<file path="src/rtl/eer_pkg.sv">
// rtl/eer_pkg.sv - shared constants, enums and LFSR helper for the packet tx serializer
// Purpose: packet geometry, field order on the wire, packet-type codes,
//          tx FSM state encoding and the backoff LFSR step function.
package eer_pkg;

  localparam int WORD_WIDTH = 16;
  localparam int PKT_WORDS  = 8;

  localparam int DEFAULT_QDEPTH      = 4;
  localparam int DEFAULT_DIFS_CYCLES = 8;
  localparam int DEFAULT_BO_BITS     = 5;

  localparam logic [15:0] LFSR_FALLBACK_SEED = 16'hACE1;

  typedef logic [WORD_WIDTH-1:0] word_t;
  typedef logic [PKT_WORDS-1:0][WORD_WIDTH-1:0] pkt_t;

  // Word position of each field on the wire
  typedef enum logic [2:0] {
    W_PTYPE     = 3'd0,
    W_SRC       = 3'd1,
    W_DST       = 3'd2,
    W_SRC_HOPS  = 3'd3,
    W_CH        = 3'd4,
    W_HOPS_CH   = 3'd5,
    W_QVALUE    = 3'd6,
    W_ENERGY    = 3'd7
  } field_idx_e;

  typedef enum logic [WORD_WIDTH-1:0] {
    PT_HB      = 16'h0001,
    PT_INV     = 16'h0002,
    PT_MR      = 16'h0003,
    PT_CH_TS   = 16'h0004,
    PT_DATA    = 16'h0005,
    PT_SOS     = 16'h0006
  } pkt_type_e;

  typedef enum logic [2:0] {
    S_IDLE    = 3'd0,
    S_DIFS    = 3'd1,
    S_BACKOFF = 3'd2,
    S_SEND    = 3'd3,
    S_DONE    = 3'd4
  } tx_state_e;

  // 16-bit Fibonacci LFSR, taps 16,14,13,11
  function automatic logic [15:0] lfsr_next(input logic [15:0] s);
    return {s[14:0], s[15] ^ s[13] ^ s[12] ^ s[10]};
  endfunction

endpackage

</file>
<file path="src/rtl/packet_tx_serializer_if.sv">
// rtl/packet_tx_serializer_if.sv - valid/ready transmit word bus toward the radio/MAC
// Purpose: groups the tx word stream.
// Signals: tx_data (word), tx_valid, tx_sop (word 0), tx_eop (last word),
//          tx_ready (sink accepts when tx_valid & tx_ready).
interface packet_tx_serializer_if;
  import eer_pkg::*;

  word_t tx_data;
  logic  tx_valid;
  logic  tx_sop;
  logic  tx_eop;
  logic  tx_ready;

  modport master (output tx_data, output tx_valid, output tx_sop, output tx_eop,
                  input  tx_ready);
  modport slave  (input  tx_data, input  tx_valid, input  tx_sop, input  tx_eop,
                  output tx_ready);

endinterface

</file>
<file path="src/rtl/pkt_fifo.sv">
// rtl/pkt_fifo.sv - whole-packet FIFO with word-indexed head read
// Purpose: QDEPTH slots of PKT_WORDS x WORD_WIDTH. A push writes a full packet
//          into the tail slot; pop releases the head slot.
// Ports: clk, nrst (sync, active-high), push/push_pkt, pop, rd_idx -> rd_word
//        (combinational read of the head packet), count (packets held), full.
module pkt_fifo
  import eer_pkg::*;
#(
  parameter int QDEPTH = DEFAULT_QDEPTH
) (
  input  logic                           clk,
  input  logic                           nrst,
  input  logic                           push,
  input  pkt_t                           push_pkt,
  input  logic                           pop,
  input  logic [$clog2(PKT_WORDS)-1:0]   rd_idx,
  output word_t                          rd_word,
  output logic [$clog2(QDEPTH):0]        count,
  output logic                           full
);

  localparam int PW = $clog2(QDEPTH);
  localparam int CW = PW + 1;

  pkt_t           mem_q [QDEPTH];
  pkt_t           mem_d [QDEPTH];
  logic [PW-1:0]  wr_ptr_q, wr_ptr_d;
  logic [PW-1:0]  rd_ptr_q, rd_ptr_d;
  logic [CW-1:0]  count_q, count_d;
  logic           push_ok, pop_ok;

  assign full    = (count_q == CW'(QDEPTH));
  assign count   = count_q;
  assign rd_word = mem_q[rd_ptr_q][rd_idx];

  always_comb begin
    push_ok  = push & ~full;
    pop_ok   = pop & (count_q != '0);
    mem_d    = mem_q;
    wr_ptr_d = wr_ptr_q;
    rd_ptr_d = rd_ptr_q;
    if (push_ok) begin
      mem_d[wr_ptr_q] = push_pkt;
      wr_ptr_d        = wr_ptr_q + PW'(1);
    end
    if (pop_ok) begin
      rd_ptr_d = rd_ptr_q + PW'(1);
    end
    count_d = count_q + CW'(push_ok) - CW'(pop_ok);
  end

  always_ff @(posedge clk) begin
    // Storage contents need no reset; flushing is done by the pointers/count
    mem_q <= mem_d;
    if (nrst) begin
      wr_ptr_q <= '0;
      rd_ptr_q <= '0;
      count_q  <= '0;
    end else begin
      wr_ptr_q <= wr_ptr_d;
      rd_ptr_q <= rd_ptr_d;
      count_q  <= count_d;
    end
  end

endmodule

</file>
<file path="src/rtl/packet_tx_serializer.sv">
// rtl/packet_tx_serializer.sv - packet capture FIFO, CSMA channel access and word serializer
// Purpose: captures the eight reward fields on reward_done[0], queues them,
//          waits for DIFS idle (with random backoff on busy) and sends each
//          packet word-by-word on the tx bus.
// Ports: clk, nrst (sync, active-high), myNodeID (LFSR seed), reward_done,
//        r* packet fields, ch_busy (carrier sense), tx (bus master),
//        tx_done (pulse after last word), pkt_drop (capture lost, FIFO full),
//        pkt_count (queued packets incl. the one in flight).
module packet_tx_serializer
  import eer_pkg::*;
#(
  parameter int QDEPTH      = DEFAULT_QDEPTH,
  parameter int DIFS_CYCLES = DEFAULT_DIFS_CYCLES,
  parameter int BO_BITS     = DEFAULT_BO_BITS
) (
  input  logic                     clk,
  input  logic                     nrst,
  input  word_t                    myNodeID,
  input  word_t                    reward_done,
  input  word_t                    rPacketType,
  input  word_t                    rSourceID,
  input  word_t                    rDestinationID,
  input  word_t                    rSourceHops,
  input  word_t                    rChosenCH,
  input  word_t                    rHopsFromCH,
  input  word_t                    rQValue,
  input  word_t                    rEnergyLeft,
  input  logic                     ch_busy,
  packet_tx_serializer_if.master   tx,
  output logic                     tx_done,
  output logic                     pkt_drop,
  output logic [$clog2(QDEPTH):0]  pkt_count
);

  localparam int IW = $clog2(PKT_WORDS);
  localparam int DW = $clog2(DIFS_CYCLES + 1);
  localparam int BW = BO_BITS + 1;
  localparam logic [IW-1:0] LAST_IDX  = IW'(PKT_WORDS - 1);
  localparam logic [DW-1:0] DIFS_LOAD = DW'(DIFS_CYCLES);

  tx_state_e       state_q, state_d;
  logic [DW-1:0]   difs_cnt_q, difs_cnt_d;
  logic [BW-1:0]   bo_cnt_q, bo_cnt_d;
  logic [IW-1:0]   word_idx_q, word_idx_d;
  logic [15:0]     lfsr_q, lfsr_d;
  word_t           tx_data_q, tx_data_d;
  logic            tx_valid_q, tx_valid_d;
  logic            tx_sop_q, tx_sop_d;
  logic            tx_eop_q, tx_eop_d;
  logic            tx_done_q, tx_done_d;
  logic            pkt_drop_q, pkt_drop_d;

  pkt_t                 push_pkt;
  logic                 fifo_push, fifo_pop, fifo_full;
  logic [IW-1:0]        rd_idx;
  word_t                rd_word;
  logic [$clog2(QDEPTH):0] fifo_count;
  logic                 hs;
  logic                 unused_reward_bits;

  assign unused_reward_bits = ^reward_done[WORD_WIDTH-1:1];

  always_comb begin
    push_pkt              = '0;
    push_pkt[W_PTYPE]     = rPacketType;
    push_pkt[W_SRC]       = rSourceID;
    push_pkt[W_DST]       = rDestinationID;
    push_pkt[W_SRC_HOPS]  = rSourceHops;
    push_pkt[W_CH]        = rChosenCH;
    push_pkt[W_HOPS_CH]   = rHopsFromCH;
    push_pkt[W_QVALUE]    = rQValue;
    push_pkt[W_ENERGY]    = rEnergyLeft;
  end

  // Fullness is judged on the registered count, so a slot freed by a
  // coincident final-word pop is not reusable until the next cycle.
  assign fifo_push = reward_done[0] & ~fifo_full;

  // Head read index: word 0 when launching a packet, otherwise the word that
  // follows the one currently presented.
  assign rd_idx = (state_q == S_SEND) ? word_idx_q + IW'(1) : '0;

  assign hs = tx_valid_q & tx.tx_ready;

  pkt_fifo #(.QDEPTH(QDEPTH)) u_fifo (
    .clk      (clk),
    .nrst     (nrst),
    .push     (fifo_push),
    .push_pkt (push_pkt),
    .pop      (fifo_pop),
    .rd_idx   (rd_idx),
    .rd_word  (rd_word),
    .count    (fifo_count),
    .full     (fifo_full)
  );

  always_comb begin
    state_d    = state_q;
    difs_cnt_d = difs_cnt_q;
    bo_cnt_d   = bo_cnt_q;
    word_idx_d = word_idx_q;
    lfsr_d     = lfsr_next(lfsr_q);
    tx_data_d  = tx_data_q;
    tx_valid_d = tx_valid_q;
    tx_sop_d   = tx_sop_q;
    tx_eop_d   = tx_eop_q;
    tx_done_d  = 1'b0;
    pkt_drop_d = reward_done[0] & fifo_full;
    fifo_pop   = 1'b0;

    case (state_q)
      S_IDLE: begin
        if (fifo_count != '0) begin
          state_d    = S_DIFS;
          difs_cnt_d = DIFS_LOAD;
        end
      end
      S_DIFS: begin
        if (ch_busy) begin
          state_d  = S_BACKOFF;
          bo_cnt_d = BW'(lfsr_q[BO_BITS-1:0]) + BW'(1);
        end else if (difs_cnt_q == DW'(1)) begin
          // Last required idle cycle: present word 0 next cycle
          state_d    = S_SEND;
          word_idx_d = '0;
          tx_valid_d = 1'b1;
          tx_data_d  = rd_word;
          tx_sop_d   = 1'b1;
          tx_eop_d   = (LAST_IDX == '0);
        end else begin
          difs_cnt_d = difs_cnt_q - DW'(1);
        end
      end
      S_BACKOFF: begin
        // Countdown frozen while the medium is busy
        if (!ch_busy) begin
          if (bo_cnt_q == BW'(1)) begin
            state_d    = S_DIFS;
            difs_cnt_d = DIFS_LOAD;
          end else begin
            bo_cnt_d = bo_cnt_q - BW'(1);
          end
        end
      end
      S_SEND: begin
        if (hs) begin
          if (word_idx_q == LAST_IDX) begin
            fifo_pop   = 1'b1;
            state_d    = S_DONE;
            tx_valid_d = 1'b0;
            tx_sop_d   = 1'b0;
            tx_eop_d   = 1'b0;
            tx_done_d  = 1'b1;
          end else begin
            word_idx_d = word_idx_q + IW'(1);
            tx_data_d  = rd_word;
            tx_sop_d   = 1'b0;
            tx_eop_d   = ((word_idx_q + IW'(1)) == LAST_IDX);
          end
        end
      end
      S_DONE: begin
        state_d = S_IDLE;
      end
      default: begin
        state_d = S_IDLE;
      end
    endcase
  end

  always_ff @(posedge clk) begin
    if (nrst) begin
      state_q    <= S_IDLE;
      difs_cnt_q <= '0;
      bo_cnt_q   <= '0;
      word_idx_q <= '0;
      lfsr_q     <= (myNodeID == '0) ? LFSR_FALLBACK_SEED : myNodeID;
      tx_data_q  <= '0;
      tx_valid_q <= 1'b0;
      tx_sop_q   <= 1'b0;
      tx_eop_q   <= 1'b0;
      tx_done_q  <= 1'b0;
      pkt_drop_q <= 1'b0;
    end else begin
      state_q    <= state_d;
      difs_cnt_q <= difs_cnt_d;
      bo_cnt_q   <= bo_cnt_d;
      word_idx_q <= word_idx_d;
      lfsr_q     <= lfsr_d;
      tx_data_q  <= tx_data_d;
      tx_valid_q <= tx_valid_d;
      tx_sop_q   <= tx_sop_d;
      tx_eop_q   <= tx_eop_d;
      tx_done_q  <= tx_done_d;
      pkt_drop_q <= pkt_drop_d;
    end
  end

  assign tx.tx_data  = tx_data_q;
  assign tx.tx_valid = tx_valid_q;
  assign tx.tx_sop   = tx_sop_q;
  assign tx.tx_eop   = tx_eop_q;
  assign tx_done     = tx_done_q;
  assign pkt_drop    = pkt_drop_q;
  assign pkt_count   = fifo_count;

endmodule

</file>
<file path="src/flat_wrapper.sv">
// flat-port wrapper written by rule: the top's interface ports become plain ports
module packet_tx_serializer_flat import eer_pkg::*;
#(
  parameter int QDEPTH      = DEFAULT_QDEPTH,
  parameter int DIFS_CYCLES = DEFAULT_DIFS_CYCLES,
  parameter int BO_BITS     = DEFAULT_BO_BITS
)
  (clk, nrst, myNodeID, reward_done, rPacketType, rSourceID, rDestinationID, rSourceHops, rChosenCH, rHopsFromCH, rQValue, rEnergyLeft, ch_busy, tx_done, pkt_drop, pkt_count, tx_tx_data, tx_tx_valid, tx_tx_sop, tx_tx_eop, tx_tx_ready);
  packet_tx_serializer_if tx_i ();
  input  logic clk;
  input  logic nrst;
  input  word_t myNodeID;
  input  word_t reward_done;
  input  word_t rPacketType;
  input  word_t rSourceID;
  input  word_t rDestinationID;
  input  word_t rSourceHops;
  input  word_t rChosenCH;
  input  word_t rHopsFromCH;
  input  word_t rQValue;
  input  word_t rEnergyLeft;
  input  logic ch_busy;
  output logic tx_done;
  output logic pkt_drop;
  output logic [$clog2(QDEPTH):0] pkt_count;
  output wire logic [$bits(tx_i.tx_data)-1:0] tx_tx_data;
  output wire logic [$bits(tx_i.tx_valid)-1:0] tx_tx_valid;
  output wire logic [$bits(tx_i.tx_sop)-1:0] tx_tx_sop;
  output wire logic [$bits(tx_i.tx_eop)-1:0] tx_tx_eop;
  input wire logic [$bits(tx_i.tx_ready)-1:0] tx_tx_ready;
  assign tx_tx_data = tx_i.tx_data;
  assign tx_tx_valid = tx_i.tx_valid;
  assign tx_tx_sop = tx_i.tx_sop;
  assign tx_tx_eop = tx_i.tx_eop;
  assign tx_i.tx_ready = tx_tx_ready;
  packet_tx_serializer #(.QDEPTH(QDEPTH), .DIFS_CYCLES(DIFS_CYCLES), .BO_BITS(BO_BITS)) u_core (.clk(clk), .nrst(nrst), .myNodeID(myNodeID), .reward_done(reward_done), .rPacketType(rPacketType), .rSourceID(rSourceID), .rDestinationID(rDestinationID), .rSourceHops(rSourceHops), .rChosenCH(rChosenCH), .rHopsFromCH(rHopsFromCH), .rQValue(rQValue), .rEnergyLeft(rEnergyLeft), .ch_busy(ch_busy), .tx(tx_i), .tx_done(tx_done), .pkt_drop(pkt_drop), .pkt_count(pkt_count));
endmodule
</file>
<file path="config.mk">
export PLATFORM = sky130hd
export DESIGN_NAME = packet_tx_serializer_flat
export DESIGN_NICKNAME = d
export VERILOG_FILES = /design/src/rtl/eer_pkg.sv /design/src/rtl/packet_tx_serializer_if.sv /design/src/rtl/pkt_fifo.sv /design/src/rtl/packet_tx_serializer.sv /design/src/flat_wrapper.sv
export SDC_FILE = /design/constraint.sdc
export NUM_CORES = 1
export LEC_CHECK = 0
export ABC_CLOCK_PERIOD_IN_PS = 11500
export CAP_MARGIN = 10
export CORE_AREA = 8 8 261 263
export CTS_BUF_LIST = sky130_fd_sc_hd__clkbuf_8 sky130_fd_sc_hd__clkbuf_16
export CTS_CLUSTER_SIZE = 20
export DETAILED_ROUTE_END_ITERATION = 16
export DIE_AREA = 0 0 269 271
export SYNTH_ARGS = -nofsm -noshare
export SYNTH_HDL_FRONTEND = slang
export SYNTH_SLANG_ARGS = --single-unit
</file>
<file path="constraint.sdc">
create_clock -name clk -period 11.5 [get_ports clk]
set_input_delay 1.15 -clock clk [delete_from_list [all_inputs] [get_ports clk]]
set_output_delay 1.15 -clock clk [all_outputs]
set_load 0.005 [all_outputs]
</file>
==> results of run 1 <==
## power by group through the flow
stage | combinational (mW) | clock (mW) | sequential [mW]
6_report | 0.506 | 1.90 | 2.56
3_3_place_gp | 0.515 | 0 | 2.59
4_1_cts | 0.522 | 1.95 | 2.56
5_1_grt | 0.556 | 2.03 | 2.57
2_1_floorplan | 0.314 | 0 | 2.60
3_5_place_dp | 0.520 | 0 | 2.60
## layout by cell type, fill, tap and decap left out, types with 4 or more instances in the layout
| master | instances |
|---|---|
| nor3_1 | 9 |
| buf_4 | 18 |
| nand3_1 | 13 |
| nor4_1 | 7 |
| a211o_1 | 14 |
| clkinv_2 | 13 |
| nor2_1 | 27 |
| clkinv_1 | 14 |
| diode_2 | 7 |
| clkdlybuf4s50_1 | 172 |
| nand2_1 | 28 |
| a21oi_1 | 18 |
| and3_4 | 4 |
| dfxtp_1 | 58 |
| clkbuf_16 | 61 |
| nor3b_1 | 6 |
| mux2_2 | 4 |
| bufinv_16 | 7 |
| mux4_2 | 128 |
| o22a_1 | 7 |
| xnor2_1 | 8 |
| o2bb2ai_1 | 4 |
| mux2i_1 | 56 |
| edfxtp_1 | 512 |
| inv_1 | 32 |
| ha_1 | 14 |
| o21ai_0 | 9 |
| o22ai_1 | 32 |
## sequential cells by signal (all words and copies together) (netlist names)
name                    count
u_core.tx_done              1
u_core.tx.tx_data          16
u_core.u_fifo.count         3
u_core.word_idx_q           3
u_core.u_fifo.rd_ptr_q      2
u_core.tx.tx_valid          1
u_core.difs_cnt_q           4
u_core.u_fifo.wr_ptr_q      2
u_core.tx.tx_sop            1
u_core.bo_cnt_q             6
u_core.state_q              3
u_core.tx.tx_eop            1
u_core.pkt_drop             1
u_core.u_fifo.mem_q       512
u_core.lfsr_q              16
## cell families after synthesis
kind of cell | synth area share (%)
compound gates | 3.57
xor+xnor | 0.435
fa+ha+maj | 0.882
buf+inv | 1.51
flops | 74.9
mux | 15.8
simple gates | 2.96
## routing by layer
layer	up-vias	GRT usage, %
met3	89	3.79
met4	8	3.87
met1	5780	17.7
met5	-	0
met2	266	22.4
li1	4946	-
## worst max-delay path by stage
stage                                           startpoint                                  to  slack, ns  depth (start not counted)
floorplan                                   reward_done[0]  u_core.u_fifo.mem_q[384]$_DFFE_PP_       6.85                          1
global route        u_core.u_fifo.rd_ptr_q[0]$_SDFFE_PP0P_  u_core.tx.tx_data[14]$_SDFFE_PP0P_       7.51                          6
CTS                 u_core.u_fifo.rd_ptr_q[0]$_SDFFE_PP0P_  u_core.tx.tx_data[14]$_SDFFE_PP0P_       7.69                          6
finish                                      reward_done[0]  u_core.u_fifo.mem_q[142]$_DFFE_PP_       7.74                          4
detailed placement                          reward_done[0]  u_core.u_fifo.mem_q[280]$_DFFE_PP_       7.07                          4
global placement                            reward_done[0]  u_core.u_fifo.mem_q[293]$_DFFE_PP_       7.12                          4
## per-stage QoR
stage | instances | power [mW] | hold WS, ns
finish | 2201 | 4.96 | 0.432
global route | 2196 | 5.16 | 0.458
CTS | 2194 | 5.03 | 0.442
detailed placement | 2080 | 3.12 | 0.425
global placement | 2080 | 3.10 | 0.425
floorplan | 1088 | 2.91 | 0.408
## cell type report
| cell class | count | area, um^2 | area share (%) |
|---|---|---|---|
| inverter | 20 | 75.1 | 0.280 |
| timing repair buffer | 190 | 1860 | 6.92 |
| antenna | 7 | 17.5 | 0.0653 |
| sequential | 572 | 16600 | 61.8 |
| multi-input combinational | 443 | 5260 | 19.6 |
| clock buffer | 61 | 1530 | 5.69 |
| clock inverter | 53 | 425 | 1.59 |
| tap | 855 | 1070 | 3.99 |
==> impl_metrics.json, run 1 <==
{
  "cts_tree": "yes",
  "slew_headroom_pct": 34.9,
  "status": "finished, final reports clean",
  "fmax_ghz": 0.266,
  "core_area_um2": 63900,
  "netlist_area_um2": 22100,
  "top_layer": "met5",
  "cts_num_sinks": 572,
  "finalHoldViolCount": 0,
  "finalWorstPathRequiredPeriod_ns": 3.76,
  "place_area_um2": 24800,
  "ys_types": 60,
  "cp_cell_sequence": "clkdlybuf4s50_1 > and3_4 > buf_4 > buf_4",
  "cts-root-buf": "clkbuf_16",
  "worstPathArrival_ns": 3.97,
  "yosys.area.top_type": "edfxtp_1",
  "required_ns": 11.71,
  "synth_most_common_cell": "edfxtp_1",
  "grt_pass1_vias": 11800,
  "crit_path_frequent_cell": "buf_4",
  "num_vias": 11100,
  "die_area_um2": 72900,
  "vias_per_cell": 5.04,
  "cpPeakStageDelay_ns": 0.83,
  "finalCritPeriodShare_pct": 32.7,
  "drt-initial-drc-count": 644,
  "cap_viol_max_count": 0,
  "placementRows": 93,
  "rsz0062_at_grt": "false",
  "setup_slack_ns": 7.74,
  "start_kind": "input pin",
  "hp-class": "reg2reg",
  "synth-edff-count": 512,
  "drive_above_1_share_pct": 19.0,
  "intPower_mw": 3.82,
  "power_frac_comb_pct": 10.2,
  "clk_path_buf_depth": 3,
  "grt_pass1_wl_mm": 75.6,
  "wl_per_cell_um": 22.9,
  "die_w_um": 269,
  "setup_total_negative_slack_ns": 0,
  "yosysWarnings": 0,
  "setup_viol": 0,
  "wl_met3_mm": 3.16,
  "nets": 1467,
  "worstReg2RegStart": "u_core.u_fifo.rd_ptr_q[0]$_SDFFE_PP0P_",
  "gp_congestion": 0.819,
  "power_frac_clock_pct": 38.3,
  "synth.avg_cell_area_um2": 20.3,
  "grt-ovfl-total": 0,
  "synth_cells": 1088,
  "fillers": 5557,
  "path_clk_slew_ns": 0.06,
  "grtUsageTotal_pct": 13.7,
  "final_util_pct": 42.0,
  "hold_path.startpoint": "u_core.lfsr_q[8]$_DFF_P_",
  "hold_end": "u_core.lfsr_q[9]$_DFF_P_",
  "ir_drop_v": 0.000116,
  "antenna_left": 0,
  "power.leakage_nw": 8.91,
  "cts_htree_levels": 2,
  "ctsHoldBuffers": 0,
  "cp_max_fo": 57,
  "critPathSlowestCell": "buf_4",
  "cts_resized": 0,
  "power_density_nw_per_um2": 185,
  "synth_top_cells_by_count": "512 x edfxtp_1, 128 x mux4_2, 60 x dfxtp_1, 56 x mux2i_1, 32 x o22ai_1",
  "place_hpwl_mm": 31.0,
  "port_buffers": 172,
  "reg2reg_depth": 6,
  "post_cts_buffers": 0,
  "finish.instance_area_um2": 26800,
  "ys_seq_area_share_pct": 74.9,
  "syn_nets": 1267,
  "grt_antenna_before_repair": 11,
  "rrSetupSlack_ns": 7.85,
  "ys.flop_type": "edfxtp_1",
  "cts_made_buffers": 61,
  "wl_met1_mm": 21.6,
  "maxSlewViolCount": 0,
  "met2_length_mm": 24.5,
  "r2r_end": "u_core.tx.tx_data[14]$_SDFFE_PP0P_",
  "p_sw_mw": 1.14,
  "seqPwrFrac_pct": 51.5,
  "num_io_pins": 188,
  "endpoint_kind": "flip-flop",
  "critical_path.top_delay_family": "buffers and inverters",
  "swShare_pct": 23.0,
  "firstDrtPassIters": 5,
  "pre_cts_slack_ns": 7.07,
  "hold_depth": 1,
  "synthArstFlopShare_pct": 0,
  "synth_seq_cells": 572,
  "post-route-drc-count": 0,
  "path_buf_inv": 3,
  "worstSkewPairLatency_ns": 0.62,
  "tightest_slew_ns": 0.974,
  "drt_wl_total_mm": 50.4,
  "area_delta_synth_final_pct": 21.1,
  "grt_max_degree": 59,
  "clock_skew_ns": 0.0373,
  "synth_area_leaders": "edfxtp_1 69%, mux4_2 13%, dfxtp_1 5.4%",
  "synth_top_area_share_pct": 69.5,
  "setup.worst_path.class": "in2reg",
  "floorplan.initialDensity_pct": 34.6,
  "die_h_um": 271
}
(Power assumes the default switching activity.)
==> inputs of run 2 (changes only) <==
- ABC_CLOCK_PERIOD_IN_PS: 11500 -> 3500
- clock period: 11.5 -> 3.5 ns (I/O delays scaled with it)
==> run 2 against run 1 <==
  * Critical path depth grew 5
  * Sequential power grew to 3.3 times the previous value
  * Non-clock buffer count rose by 15
  * Via count rose by 0.68%
  * Sequential share of layout area decreased by 0.97 points
  * Worst hold slack got worse by 0.092 ns
  * Sequential cell count unchanged
  * Routed wire length is 1.3% higher
  * Global-route usage up 0.066 points
  * Clock power rose to 3.3 times the previous value
  * Combinational power increased to 3.5 times the previous value
  * Power grew to 3.3 times the previous value
==> impl_metrics.json, run 2 (synthesis results as in run 1) <==
{
  "ir_drop_v": 0.000368,
  "antenna_left": 0,
  "port_buffers": 172,
  "ctsHoldBuffers": 0,
  "wl_per_cell_um": 23.1,
  "place_hpwl_mm": 32.4,
  "drt-initial-drc-count": 711,
  "path_depth": 9,
  "drive_above_1_share_pct": 20.2,
  "rsz0062_at_grt": "false",
  "power_density_nw_per_um2": 606,
  "cts-root-buf": "clkbuf_16",
  "finalCritPeriodShare_pct": 80.1,
  "num_io_pins": 188,
  "worstSkewPairLatency_ns": 0.62,
  "start_kind": "flip-flop",
  "setup_slack_ns": 0.695,
  "power_frac_comb_pct": 10.7,
  "p_total_mw": 16.5,
  "finalHoldViolCount": 0,
  "num_vias": 11200,
  "die_w_um": 269,
  "power_frac_clock_pct": 38.6,
  "finish.instance_area_um2": 27200,
  "grt_antenna_before_repair": 9,
  "maxSlewViolCount": 0,
  "grt-ovfl-total": 0,
  "fmax_ghz": 0.356,
  "die_h_um": 271,
  "p_sw_mw": 3.82,
  "placementRows": 93,
  "use_met3_pct": 4.11,
  "crit_start": "u_core.word_idx_q[0]$_SDFFE_PP0P_",
  "cp_cell_sequence": "ha_1 > ha_1 > nand3_1 > nor3_1 > ha_1 > inv_1 > ha_1 > fa_1 > nor2b_1",
  "die_area_um2": 72900,
  "final_common_cell": "edfxtp_1",
  "cp-endpoint": "u_core.u_fifo.count[1]$_SDFF_PP0_",
  "drt_wl_total_mm": 51.1,
  "cts_num_sinks": 572,
  "rrSetupSlack_ns": 0.69,
  "cpPeakStageDelay_ns": 0.49,
  "endpoint_kind": "flip-flop",
  "reg2reg_depth": 9,
  "path_buf_inv": 1,
  "firstDrtPassIters": 5,
  "worstPathArrival_ns": 3.28,
  "r2r_end": "u_core.u_fifo.count[1]$_SDFF_PP0_",
  "clock_skew_ns": 0.0285,
  "post_cts_buffers": 0,
  "grt_pass1_wl_mm": 75.2,
  "status": "finished, final reports clean",
  "critPathSlowestCell": "dfxtp_1",
  "slew_headroom_pct": 56.5,
  "crit_path_frequent_cell": "ha_1",
  "floorplan.initialDensity_pct": 34.6,
  "vias_per_cell": 5.04,
  "grt_max_degree": 78,
  "use_met2_pct": 22.3,
  "cap_viol_max_count": 0,
  "clk_path_buf_depth": 3,
  "critical_path.top_delay_family": "adder cells",
  "area_delta_synth_final_pct": 23.1,
  "cts_htree_levels": 2,
  "layout_common_cells": "512 x edfxtp_1, 172 x clkdlybuf4s50_1, 128 x mux4_2",
  "grtUsageTotal_pct": 13.8,
  "setup.worst_path.class": "reg2reg",
  "cts_made_buffers": 61,
  "post-route-drc-count": 0,
  "finalWorstPathRequiredPeriod_ns": 2.81,
  "intPower_mw": 12.7,
  "setup_viol": 0,
  "hold_depth": 3,
  "use_met1_pct": 17.8,
  "fin_cells": 2215,
  "grt_pass1_vias": 11600,
  "seqPwrFrac_pct": 50.8,
  "gp_congestion": 0.767,
  "core_area_um2": 63900,
  "hp-class": "in2reg",
  "tightest_slew_ns": 0.634,
  "setup_total_negative_slack_ns": 0,
  "regMostFlops": "u_core.u_fifo.mem_q",
  "cp_max_fo": 7,
  "largest_reg_flops": 512,
  "cts_resized": 0,
  "pre_cts_slack_ns": 0.710,
  "nets": 1482,
  "power.leakage_nw": 9.07,
  "place_area_um2": 25200,
  "top_usage_layer": "met2",
  "swShare_pct": 23.1,
  "placed_cells": 2095,
  "path_clk_slew_ns": 0.06,
  "cts_tree": "yes",
  "worstReg2RegStart": "u_core.word_idx_q[0]$_SDFFE_PP0P_",
  "required_ns": 3.98
}
==> run 2: changes by cell type in the layout (fill, tap and decap cells not counted), moves of 3 or more <==
cell       before  now
buf_12          0   19
clkinv_2       13    8
clkbuf_16      61   64
buf_4          18   14
clkbuf_8        0    7
bufinv_16       7    4
inv_1          32   29
==> run 2: final cells by class <==
class                      instances  area (um^2)
timing repair buffer             205         2210
clock buffer                      71         1700
clock inverter                    44          337
fill                            5547        36600
tap                              855         1070
sequential                       572        16600
multi-input combinational        443         5260
antenna                            5         12.5
inverter                          20         75.1
==> run 2: layer usage <==
| layer | wire [um] | part of all wire [%] |
|---|---|---|
| met3 | 3960 | 7.8 |
| met1 | 21100 | 41 |
| met5 | 60 | 0.12 |
| met2 | 24900 | 49 |
| met4 | 986 | 1.9 |
==> run 2: worst register-to-register path, cell delays in order (launching register included) <==
cell and delay [ns]:
dfxtp_1 0.49, ha_1 0.21, ha_1 0.29, nand3_1 0.19, nor3_1 0.41, ha_1 0.33
inv_1 0.06, ha_1 0.17, fa_1 0.41, nor2b_1 0.13
==> run 2: how the worst min path moves through the flow <==
stage | start | endpoint | slack (ns)
CTS | myNodeID[4] | u_core.lfsr_q[4]$_DFF_P_ | 0.29
global route | myNodeID[1] | u_core.lfsr_q[1]$_DFF_P_ | 0.34
detailed placement | u_core.lfsr_q[7]$_DFF_P_ | u_core.lfsr_q[8]$_DFF_P_ | 0.43
finish | myNodeID[1] | u_core.lfsr_q[1]$_DFF_P_ | 0.34
global placement | u_core.lfsr_q[8]$_DFF_P_ | u_core.lfsr_q[9]$_DFF_P_ | 0.42
floorplan | u_core.lfsr_q[7]$_DFF_P_ | u_core.lfsr_q[8]$_DFF_P_ | 0.41
==> run 2: power by group through the flow <==
stage	sequential, mW	clock [mW]	combinational, mW
final	8.38	6.36	1.76
after global routing	8.44	6.81	1.92
after CTS	8.39	6.55	1.80
after detailed placement	8.53	0	1.79
after global placement	8.49	0	1.77
after floorplan	8.48	0	1.03
==> run 2: per-stage QoR <==
step | hold slack, ns | utilization, %
finish | 0.340 | 42.6
detailed placement | 0.426 | 39.4
floorplan | 0.408 | -
global placement | 0.423 | 39.4
global route | 0.335 | 42.6
CTS | 0.288 | 42.6
